<file path="src/rtl/pipe_pkg.sv">
// rtl/pipe_pkg.sv - shared types and constants for elastic pipeline stages
package pipe_pkg;

   typedef enum logic [1:0] {
      EMPTY = 2'd0,
      ONE   = 2'd1,
      TWO   = 2'd2
   } skid_state_e;

   typedef struct packed {
      logic [31:0] pc;
      logic [31:0] alu_result;
      logic [31:0] rs2_data;
      logic [4:0]  rd;
      logic        reg_write;
      logic        mem_read;
      logic        mem_write;
      logic [1:0]  wb_sel;
      logic [2:0]  funct3;
   } ex_mem_t;

   localparam int EX_MEM_W = $bits(ex_mem_t);

   // reg_write/mem_read/mem_write sit just above wb_sel and funct3
   localparam logic [EX_MEM_W-1:0] EX_MEM_BUBBLE_MASK = EX_MEM_W'(8'hE0);

endpackage

</file>
<file path="src/rtl/sat_counter.sv">
// rtl/sat_counter.sv - saturating event counter with synchronous clear
module sat_counter #(
   parameter int CNT_W = 16
) (
   input  logic             clk,
   input  logic             rst,
   input  logic             inc,
   input  logic             clr,
   output logic [CNT_W-1:0] count
);

   always_ff @(posedge clk or posedge rst) begin
      if (rst) begin
         count <= '0;
      end else if (clr) begin
         count <= '0;
      end else if (inc && (count != {CNT_W{1'b1}})) begin
         count <= count + CNT_W'(1);
      end
   end

endmodule

</file>
<file path="src/rtl/pipe_stage_elastic.sv">
// rtl/pipe_stage_elastic.sv - valid/ready pipeline stage with optional skid entry, flush and stall stats
module pipe_stage_elastic
   import pipe_pkg::*;
#(
   parameter int                   PAYLOAD_W   = EX_MEM_W,
   parameter logic [PAYLOAD_W-1:0] BUBBLE_MASK = '0,
   parameter bit                   SKID        = 1'b1,
   parameter int                   CNT_W       = 16
) (
   input  logic                 clk,
   input  logic                 rst,
   input  logic                 flush,
   input  logic                 in_valid,
   output logic                 in_ready,
   input  logic [PAYLOAD_W-1:0] in_data,
   output logic                 out_valid,
   input  logic                 out_ready,
   output logic [PAYLOAD_W-1:0] out_data,
   output logic [1:0]           occupancy,
   input  logic                 clr_stats,
   output logic [CNT_W-1:0]     stall_cycles
);

   localparam logic [PAYLOAD_W-1:0] KEEP_MASK = ~BUBBLE_MASK;

   logic in_fire;
   logic out_fire;

   assign in_fire  = in_valid && in_ready;
   assign out_fire = out_valid && out_ready;

   generate
      if (SKID) begin : g_skid
         skid_state_e          state;
         logic [PAYLOAD_W-1:0] main_q;
         logic [PAYLOAD_W-1:0] skid_q;
         logic                 in_ready_q;

         // in_ready_q tracks "next state is not TWO" so it never sees out_ready combinationally
         always_ff @(posedge clk or posedge rst) begin
            if (rst) begin
               state      <= EMPTY;
               main_q     <= '0;
               skid_q     <= '0;
               in_ready_q <= 1'b1;
            end else if (flush) begin
               state      <= EMPTY;
               main_q     <= main_q & KEEP_MASK;
               skid_q     <= skid_q & KEEP_MASK;
               in_ready_q <= 1'b1;
            end else begin
               case (state)
                  EMPTY: begin
                     if (in_fire) begin
                        state  <= ONE;
                        main_q <= in_data;
                     end
                  end
                  ONE: begin
                     if (in_fire && out_fire) begin
                        main_q <= in_data;
                     end else if (in_fire) begin
                        state      <= TWO;
                        skid_q     <= in_data;
                        in_ready_q <= 1'b0;
                     end else if (out_fire) begin
                        state <= EMPTY;
                     end
                  end
                  TWO: begin
                     if (out_fire) begin
                        state      <= ONE;
                        main_q     <= skid_q;
                        in_ready_q <= 1'b1;
                     end
                  end
                  default: begin
                     state      <= EMPTY;
                     in_ready_q <= 1'b1;
                  end
               endcase
            end
         end

         assign in_ready  = in_ready_q;
         assign out_valid = (state != EMPTY);
         assign out_data  = main_q;
         assign occupancy = (state == TWO) ? 2'd2 : ((state == ONE) ? 2'd1 : 2'd0);
      end else begin : g_single
         logic                 valid_q;
         logic [PAYLOAD_W-1:0] data_q;

         always_ff @(posedge clk or posedge rst) begin
            if (rst) begin
               valid_q <= 1'b0;
               data_q  <= '0;
            end else if (flush) begin
               valid_q <= 1'b0;
               data_q  <= data_q & KEEP_MASK;
            end else if (in_fire) begin
               valid_q <= 1'b1;
               data_q  <= in_data;
            end else if (out_fire) begin
               valid_q <= 1'b0;
            end
         end

         assign in_ready  = !valid_q || out_ready;
         assign out_valid = valid_q;
         assign out_data  = data_q;
         assign occupancy = {1'b0, valid_q};
      end
   endgenerate

   sat_counter #(
      .CNT_W(CNT_W)
   ) u_stall_cnt (
      .clk  (clk),
      .rst  (rst),
      .inc  (out_valid && !out_ready),
      .clr  (clr_stats),
      .count(stall_cycles)
   );

endmodule
</file>
<file path="config.mk">
export PLATFORM = sky130hd
export DESIGN_NAME = pipe_stage_elastic
export DESIGN_NICKNAME = d
export VERILOG_FILES = /design/src/rtl/pipe_pkg.sv /design/src/rtl/sat_counter.sv /design/src/rtl/pipe_stage_elastic.sv
export SDC_FILE = /design/constraint.sdc
export NUM_CORES = 1
export LEC_CHECK = 0
export CAP_MARGIN = 20
export CORE_UTILIZATION = 51
export DETAILED_ROUTE_END_ITERATION = 10
export PLACE_DENSITY_LB_ADDON = 0.05
export SLEW_MARGIN = 30
export SYNTH_ARGS = -nofsm -noshare
export SYNTH_HDL_FRONTEND = slang
export SYNTH_SLANG_ARGS = --single-unit
</file>
<file path="constraint.sdc">
create_clock -name clk -period 9.6 [get_ports clk]
set_input_delay 1.44 -clock clk [delete_from_list [all_inputs] [get_ports clk]]
set_output_delay 1.44 -clock clk [all_outputs]
set_load 0.01 [all_outputs]
</file>
==> key figures <==
Run status
  • Status: finished clean

Clock tree
  • Post-CTS Hold Fix Bufs: 0
  • TritonCTS buffer count: 26
  • Max clock buf depth: 3
  • # clock sinks: 237
  • Worst-path clk slew: 0.06 ns
  • CTS tree: built
  • Post-CTS Setup Inserts: 0
  • H-tree depth: 1
  • Clk Latency, worst-skew pair: 0.52 ns
  • Clk root buf: clkbuf_16
  • PostCTS Resize Cnt: 0

Pwr
  • NetSw: 824 uW
  • Tot Pwr: 3.29 mW
  • Internal: 2.47 mW
  • Worst IR Drop VDD: 144 uV
  • Combinational share of power: 24.9%
  • Pwr dens: 229 nW/um^2
  • Switching part of the total: 25.0%
  • Clk pwr share: 31.5%
  • LEAKAGE: 6.83 nW
  • Seq pwr share: 43.5%

Timing
  • Max Clock Freq: 222 MHz
  • Worst-margin pin slew: 1.01 ns
  • # setup viols final: 0
  • Max_slew headroom: 32.7%
  • Endpoints failing hold: 0
  • Final hold slack: 0.504 ns
  • Total negative slack: 0 ns
  • Final period util: 46.9%
  • RSZ-0062 raised after global routing: no
  • Final min period: 4.50 ns
  • Final setup skew: 0.0182 ns
  • Max-slew violation count: 0

Worst setup path
  • Crit Path Category: flip-flop to output pin
  • Critical path required time: 8.16 ns
  • Startpoint types: flip-flop
  • Crit path DAT: 3.06 ns
  • CP endpoint kind: output pin
  • Worst Path Max Fanout: 52

Detailed routing
  • Via Count: 7463
  • Post-DRT Antenna Nets: 0
  • Initial drt markers: 369
  • Residual DRC count: 0
  • Vias/cell: 5.13
  • Wire per inst: 16.8 um
  • Routed WL: 24400 um
  • DR pass1 iterations: 4

Placement
  • DPL Wire Length: 15100 um
  • Number of port buffers: 243
  • Routability congestion estimate: 0.783

Synthesis
  • Mapped Area: 10900 sq um
  • Syn nets: 1049
  • Synth area leaders: dfrtp_1 (54%), mux2_4 (14%), mux2_2 (13%)
  • FFs w/ async S/R, synth: 100%
  • Synth area leader: dfrtp_1
  • Average cell area after synthesis: 11.7 sq um
  • Post-Synthesis Cells: 933
  • Yosys top cell area share: 54.1%
  • Post-synthesis sequential area ratio: 54.4%
  • Library cells used by synthesis: 37
  • Post-synth EDFFs: 0
  • Ys Warns: 0
  • Top FF cell, synth: dfrtp_1
  • Yosys reg bits: 237

Floorplan
  • Die H: 148 um
  • # rows: 53
  • Die W: 148 um
  • Die area: 22000 sq um
  • Core area: 21000 sq um
  • I/O pin count: 244
  • Starting density of the core: 51.9%

Global route
  • Vias in the first global route: 7230
  • GRT Total Usage: 22.2%
  • Total gr overflow: 0
  • Largest net degree at the start of global routing: 131
  • Initial antenna violation count: 0
  • Global-route wire length before repair: 38800 um

Final layout
  • Layout area overhead: 31.9%
  • NumNets Final: 1276
  • Fillers: 1544
  • Final core occ: 68.5%
  • Fraction of layout cells with a size suffix above 1: 23.9%
  • Number of antenna diodes: 0

Min path
  • Hold Crit Class: flip-flop to flip-flop

Flow run
  • Max Cap Viol: 0
-- flip-flops by register name, indices dropped and copies added, names as in the netlist --
| signal | cells |
|---|---|
| u_stall_cnt.count | 16 |
| out_data | 109 |
| g_skid.skid_q | 109 |
| g_skid.state | 2 |
| in_ready | 1 |
-- Yosys cell counts, types with 7 or more instances --
cell / number
a21oi_1: 13
buf_2: 12
buf_6: 10
clkbuf_1: 27
dfrtp_1: 236
mux2_2: 123
mux2_4: 99
nand2_1: 337
nand3_1: 7
o31ai_1: 7
-- cell type report --
| class | count | area (sq um) | share of cell area (%) |
|---|---|---|---|
| Sequential cell | 237 | 5930 | 41.2 |
| Timing Repair Buffer | 252 | 2520 | 17.5 |
| Tap cell | 275 | 344 | 2.39 |
| Multi-Input combinational cell | 641 | 4680 | 32.5 |
| Clock inverter | 10 | 125 | 0.869 |
| Inverter | 2 | 21.3 | 0.148 |
| Clock buffer | 38 | 777 | 5.40 |
-- power by group through the flow --
stage	clock (mW)	combinational [mW]	sequential (mW)
4_1_cts	1.06	0.830	1.43
3_3_place_gp	0	0.809	1.44
6_report	1.04	0.820	1.43
5_1_grt	1.10	0.879	1.47
2_1_floorplan	0	0.413	1.47
3_5_place_dp	0	0.829	1.44
-- through the flow --
step,instance area [sq um],instances,setup WS (ns)
2_1_floorplan,10900,933,1.66
6_report,14400,1455,5.10
5_1_grt,14400,1455,4.93
3_5_place_dp,13500,1406,5.04
4_1_cts,14400,1454,5.05
3_3_place_gp,13500,1406,4.80
-- placed cells by master (no fill, tap or decap), drive strengths merged, types with 2 or more instances in the layout --
master / instances
a21o: 2
mux2: 222
nor2: 5
and4: 5
dfrtp: 236
or4: 5
bufinv: 3
clkdlybuf4s50: 243
nand3: 7
nor2b: 5
o31ai: 7
nor4: 3
nand4: 5
nand2b: 2
a21oi: 14
clkinv: 9
nand2: 337
buf: 9
clkbuf: 38
or3: 5
o21ai: 5
-- logic make-up after synthesis --
logic type / share of synthesized area, %
simple gates: 14.4
flops: 54.4
mux: 26.3
buf+inv: 2.83
compound gates: 1.84
xor+xnor: 0.0803
fa+ha+maj: 0.115
-- critical path: stages, from the launching register on --
cell and delay (ns):
dfrtp_1 0.44, nand2b_4 0.59, clkinv_2 0.73, clkdlybuf4s50_1 0.74
-- path summary, 6_finish.rpt --
check / start / endpoint / slack [ns] / cells past startpoint
max in group asynchronous: rst / out_data[101] / 6.95 / 4
hold reg to reg: out_data[13] / out_data[13] / 0.50 / 1
hold / removal: out_data[13] / out_data[13] / 0.50 / 1
min in group asynchronous: rst / out_data[42] / 1.44 / 2
setup / recovery: g_skid.state[0] / occupancy[1] / 5.10 / 3
setup reg to reg: g_skid.state[0] / out_data[77] / 6.55 / 6
-- routing by layer --
layer / wire length [um] / part of all wire, % / vias to the layer above / global-route usage (%)
li1: - / - / 3567 / -
met1: 11300 / 46 / 3683 / 32.4
met2: 11200 / 46 / 190 / 34.3
met3: 1630 / 6.7 / 23 / 4.66
met4: 284 / 1.2 / 0 / 4.43
met5: 0 / 0 / - / 0
(Power assumes the default switching activity.)
==> edit 1: new RTL, config.mk and constraints unchanged <==
Reset style: synchronous (`rst`), changed in 3 clocked blocks.
--- a/src/rtl/sat_counter.sv
+++ b/src/rtl/sat_counter.sv
@@ -9,7 +9,7 @@
    output logic [CNT_W-1:0] count
 );
 
-   always_ff @(posedge clk or posedge rst) begin
+   always_ff @(posedge clk) begin
       if (rst) begin
          count <= '0;
       end else if (clr) begin
--- a/src/rtl/pipe_stage_elastic.sv
+++ b/src/rtl/pipe_stage_elastic.sv
@@ -37,7 +37,7 @@
          logic                 in_ready_q;
 
          // in_ready_q tracks "next state is not TWO" so it never sees out_ready combinationally
-         always_ff @(posedge clk or posedge rst) begin
+         always_ff @(posedge clk) begin
             if (rst) begin
                state      <= EMPTY;
                main_q     <= '0;
@@ -90,7 +90,7 @@
          logic                 valid_q;
          logic [PAYLOAD_W-1:0] data_q;
 
-         always_ff @(posedge clk or posedge rst) begin
+         always_ff @(posedge clk) begin
             if (rst) begin
                valid_q <= 1'b0;
                data_q  <= '0;
Function: not settled (the Yosys comparison gave no result); the edit may change what the design does.
==> edit 1 against the original RTL <==
- worst setup slack improved by 0.14 ns
- routed wire length shrank 2.9%
- clock skew decreased by 0.0085 ns
- synthesized area shrank 14%
- cell area is 13% lower
- sequential cell count stayed put
- largest cell class unchanged
Power is not compared: it rests on default switching activity, and its combinational part moved more than twofold at a synthesized area within 25%.
==> edit 1: results (changes against the original RTL) <==
| Metric | Value |
|---|---|
| Status | finished clean |
| Final GP Congestion | 0.7945 (+1.5%) |
| Growth of design area from synthesis to finish | 32.89% |
| Delay contributed by the slowest stage of the critical path | 0.81 ns (+0.07 ns) |
| Met2 WL post-DR | 10740 um (-4.0%) |
| Total wirelength of the detailed-routed design | 23710 um (-2.9%) |
| Cell with the biggest individual delay on the critical path | sky130_fd_sc_hd__clkinv_2 |
| Setup slack at placement | 5.654 ns (+0.6170 ns) |
| Data arrival time of the critical path | 2.92 ns (-0.14 ns) |
| Largest driver fanout on the critical path | 53 (+1.9%) |
| Mapped Nets | 1313 (+25%) |
| Overall Global Routing Usage | 24.02% (+1.8 points) |
| Per-cell routed wire length | 14.64 um (-13%) |
| Inverter count of the layout excluding clock inverters | 4 (+2) |
| Bufs w/o clock | 250 (-0.79%) |
| Total met3 wirelength after detailed routing | 1776 um (+9.0%) |
| Worst setup skew after layout | 0.009688 ns (-0.008476 ns) |
| Share of synthesized registers carrying an async set or reset | 0% (-100 points) |
| Fraction of area in clock buffers and inverters | 6.049% (-0.22 points) |
| Number of distinct standard cells referenced by the synthesized netlist | 34 (-8.1%) |
| Top cells by area, synth | sky130_fd_sc_hd__dfxtp_1 51%, sky130_fd_sc_hd__nand2_1 18%, sky130_fd_sc_hd__a311oi_1 10%, sky130_fd_sc_hd__a21oi_1 6.0%, sky130_fd_sc_hd__nor2_1 5.1% |
| Nets | 1490 (+17%) |
| R2R setup slack | 6.37 ns (-0.18 ns) |
| Area post-placement | 0.01170 mm^2 (-13%) |
| Share of the synthesized area in the top cell type | 50.63% (-3.5 points) |
| Met3 Use GR | 4.378% (-0.28 points) |
| Placed insts | 1576 (+12%) |
| Initial drt markers | 654 (+77%) |
| TritonCTS Buffers | 25 (-3.8%) |
| Post-layout min period | 4.363 ns (-0.1359 ns) |
| Count of filler cells inserted in the layout | 1507 (-2.4%) |
| Final non-clock buffer share | 20.09% (+2.6 points) |
| Total number of multi-input combinational cells | 856 (+34%) |
-- edit 1: where the power goes --
| part | total [mW] | internal [mW] | switching (mW) |
|---|---|---|---|
| logic | 0.240 | 0.130 | 0.110 |
| registers | 1.04 | 1.02 | 0.0224 |
| clock network | 0.887 | 0.501 | 0.386 |
| total | 2.17 | 1.65 | 0.519 |
-- edit 1: final timing paths --
path	end	start	cells after the start
worst min register to register	g_skid.skid_q[55]	g_skid.skid_q[55]	2
worst max-delay path	occupancy[1]	g_skid.state[0]	3
worst min-delay path	g_skid.skid_q[55]	g_skid.skid_q[55]	2
worst max register to register	out_data[50]	g_skid.state[1]	7
-- edit 1: logic make-up after synthesis --
group           Yosys count  share of synthesized area, %
compound gates          235                         17.39
mux                       2                        0.2137
xor+xnor                 13                         1.215
buf+inv                 104                         5.395
fa+ha+maj                 1                        0.1335
flops                   237                         50.63
simple gates            605                         25.02
==> edit 2: new RTL, same flow settings <==
Without the edit above. `CNT_W` is set to 16 in 2 places; all go to 14.
--- a/src/rtl/sat_counter.sv
+++ b/src/rtl/sat_counter.sv
@@ -1,6 +1,6 @@
 // rtl/sat_counter.sv - saturating event counter with synchronous clear
 module sat_counter #(
-   parameter int CNT_W = 16
+   parameter int CNT_W = 14
 ) (
    input  logic             clk,
    input  logic             rst,
--- a/src/rtl/pipe_stage_elastic.sv
+++ b/src/rtl/pipe_stage_elastic.sv
@@ -5,7 +5,7 @@
    parameter int                   PAYLOAD_W   = EX_MEM_W,
    parameter logic [PAYLOAD_W-1:0] BUBBLE_MASK = '0,
    parameter bit                   SKID        = 1'b1,
-   parameter int                   CNT_W       = 16
+   parameter int                   CNT_W       = 14
 ) (
    input  logic                 clk,
    input  logic                 rst,
Ports: changed (resized stall_cycles); port bits go from 244 to 242. The function was not compared with the original's and may differ.
==> edit 2 against the original RTL <==
- maximum frequency up 3.8%
- count of clock-buffer cells in the layout up 2
- combinational power about the same
- routed wire length down 0.99%
- clock power down 7%
- die area down 1.0%
- cell area down 1.4%
- synthesized area down 1.0%
- worst setup slack better by 0.17 ns
- sequential share of layout area up 0.23 points
- cell count down 1.5%
- sequential cell count down 2
- critical path type unchanged
- total power down 2.4%
==> edit 2: results (changes against the original RTL) <==
| Metric | Value |
|---|---|
| Delay contributed by the slowest stage of the critical path | 0.69 ns (-0.05 ns) |
| Vias in the first global route | 7566 (+4.6%) |
| Final GP Congestion | 0.7874 (+0.59%) |
| Maximum number of pins on one net before global-route repair | 105 (-20%) |
| Largest driver fanout on the critical path | 50 (-3.8%) |
| Hold worst-path end | out_data[51] |
| Status | finished clean |
| Post-synth top cells | 336 x sky130_fd_sc_hd__nand2_1, 234 x sky130_fd_sc_hd__dfrtp_1, 120 x sky130_fd_sc_hd__mux2_2 |
| Top cells by area, synth | sky130_fd_sc_hd__dfrtp_1 54%, sky130_fd_sc_hd__mux2_4 14%, sky130_fd_sc_hd__mux2_2 13%, sky130_fd_sc_hd__nand2_1 12%, sky130_fd_sc_hd__buf_6 1.0% |
| Overall Global Routing Usage | 22.39% (+0.18 points) |
| Hold Path Origin | out_data[51] |
| Area post-placement | 0.01336 mm^2 (-0.78%) |
| Worst rel slew slack | 41.66% (+9.0 points) |
| Most numerous cell in the Yosys netlist | sky130_fd_sc_hd__nand2_1 |
| R2R setup slack | 6.60 ns (+0.05 ns) |
| Worst-case vdd ir drop | 0.1469 mV (+2.2%) |
| Share of layout cells above drive strength 1 | 23.75% (-0.15 points) |
| Worst setup skew after layout | 0.008932 ns (-0.009232 ns) |
| Antenna violations before repair | 2 (+2) |
| Number of distinct standard cells referenced by the synthesized netlist | 43 (+16%) |
| Data arrival time of the critical path | 2.89 ns (-0.17 ns) |
| Gate family responsible for the most delay along the worst path | buffers and inverters |
| RR Startpoint | g_skid.state[0] |
| Initial drt markers | 332 (-10%) |
| Per-cell routed wire length | 16.88 um (+0.53%) |
| First-pass GRT wire length | 39140 um (+0.78%) |
| Number of vias after detailed routing | 7381 (-1.1%) |
| Buffers on Ports | 241 (-0.82%) |
| Setup slack at placement | 5.153 ns (+0.1159 ns) |
| Nets | 1263 (-1.0%) |
| RR Endpoint | out_data[39] |
| Mapped Nets | 1034 (-1.4%) |
| Detail Placement HPWL | 14980 um (-0.97%) |
| Leakage power | 6.720 nW (-1.6%) |
| Cell with the biggest individual delay on the critical path | sky130_fd_sc_hd__clkinv_2 |
| Sequential-to-total area share from yosys stat | 54.49% (+0.11 points) |
edit 2: stage by stage:
stage,hold WS [ns],utilization [%],total power [mW],instances
finish,0.5016,69.25,3.210,1433
global route,0.5155,69.25,3.360,1433
CTS,0.5072,69.22,3.239,1432
detailed placement,0.4920,65.20,2.256,1389
global placement,0.4875,65.08,2.233,1388
floorplan,0.4793,-,1.871,918
edit 2: layout make-up:
cell class | count | area [um^2]
Antenna cell | 1 | 2.502
Timing Repair Buffer | 249 | 2492
Clock buffer | 40 | 784.5
Fill cell | 1554 | 6302
Clock inverter | 3 | 40.04
Sequential cell | 235 | 5882
Tap cell | 270 | 337.8
Multi-Input combinational cell | 630 | 4626
Inverter | 5 | 27.53
edit 2: worst max path at each step:
stage	start	to	slack, ns	cells past startpoint
finish	g_skid.state[0]	occupancy[1]	5.27	3
global placement	out_ready	g_skid.skid_q[71]	4.82	5
floorplan	rst	g_skid.skid_q[0]	1.72	1
global route	g_skid.state[1]	occupancy[1]	5.09	3
detailed placement	out_ready	out_data[23]	5.15	7
CTS	g_skid.state[0]	occupancy[1]	5.21	3
edit 2: power by group:
part,internal [mW],switching (mW),leakage (nW)
registers,1.27,0.154,2.86
logic,0.551,0.271,3.45
clock network,0.582,0.385,0.406
edit 2: metal layers:
layer,wire length (um),global-route usage [%],up-vias
li1,-,-,3528
met1,10850,29.44,3613
met2,10820,35.64,205
met3,1950,7.438,35
met4,564,5.825,0
met5,0,0,-
edit 2: cells by family (layout without fill, tap and decap cells):
logic type      Yosys count  in the layout  share of synthesized area [%]
flops                   235            235                          54.49
mux                     220            220                          26.38
compound gates           30             30                          1.901
buf+inv                  53            297                          2.759
other cells               0              1                              0
simple gates            379            379                          14.36
fa+ha+maj                 1              1                         0.1159
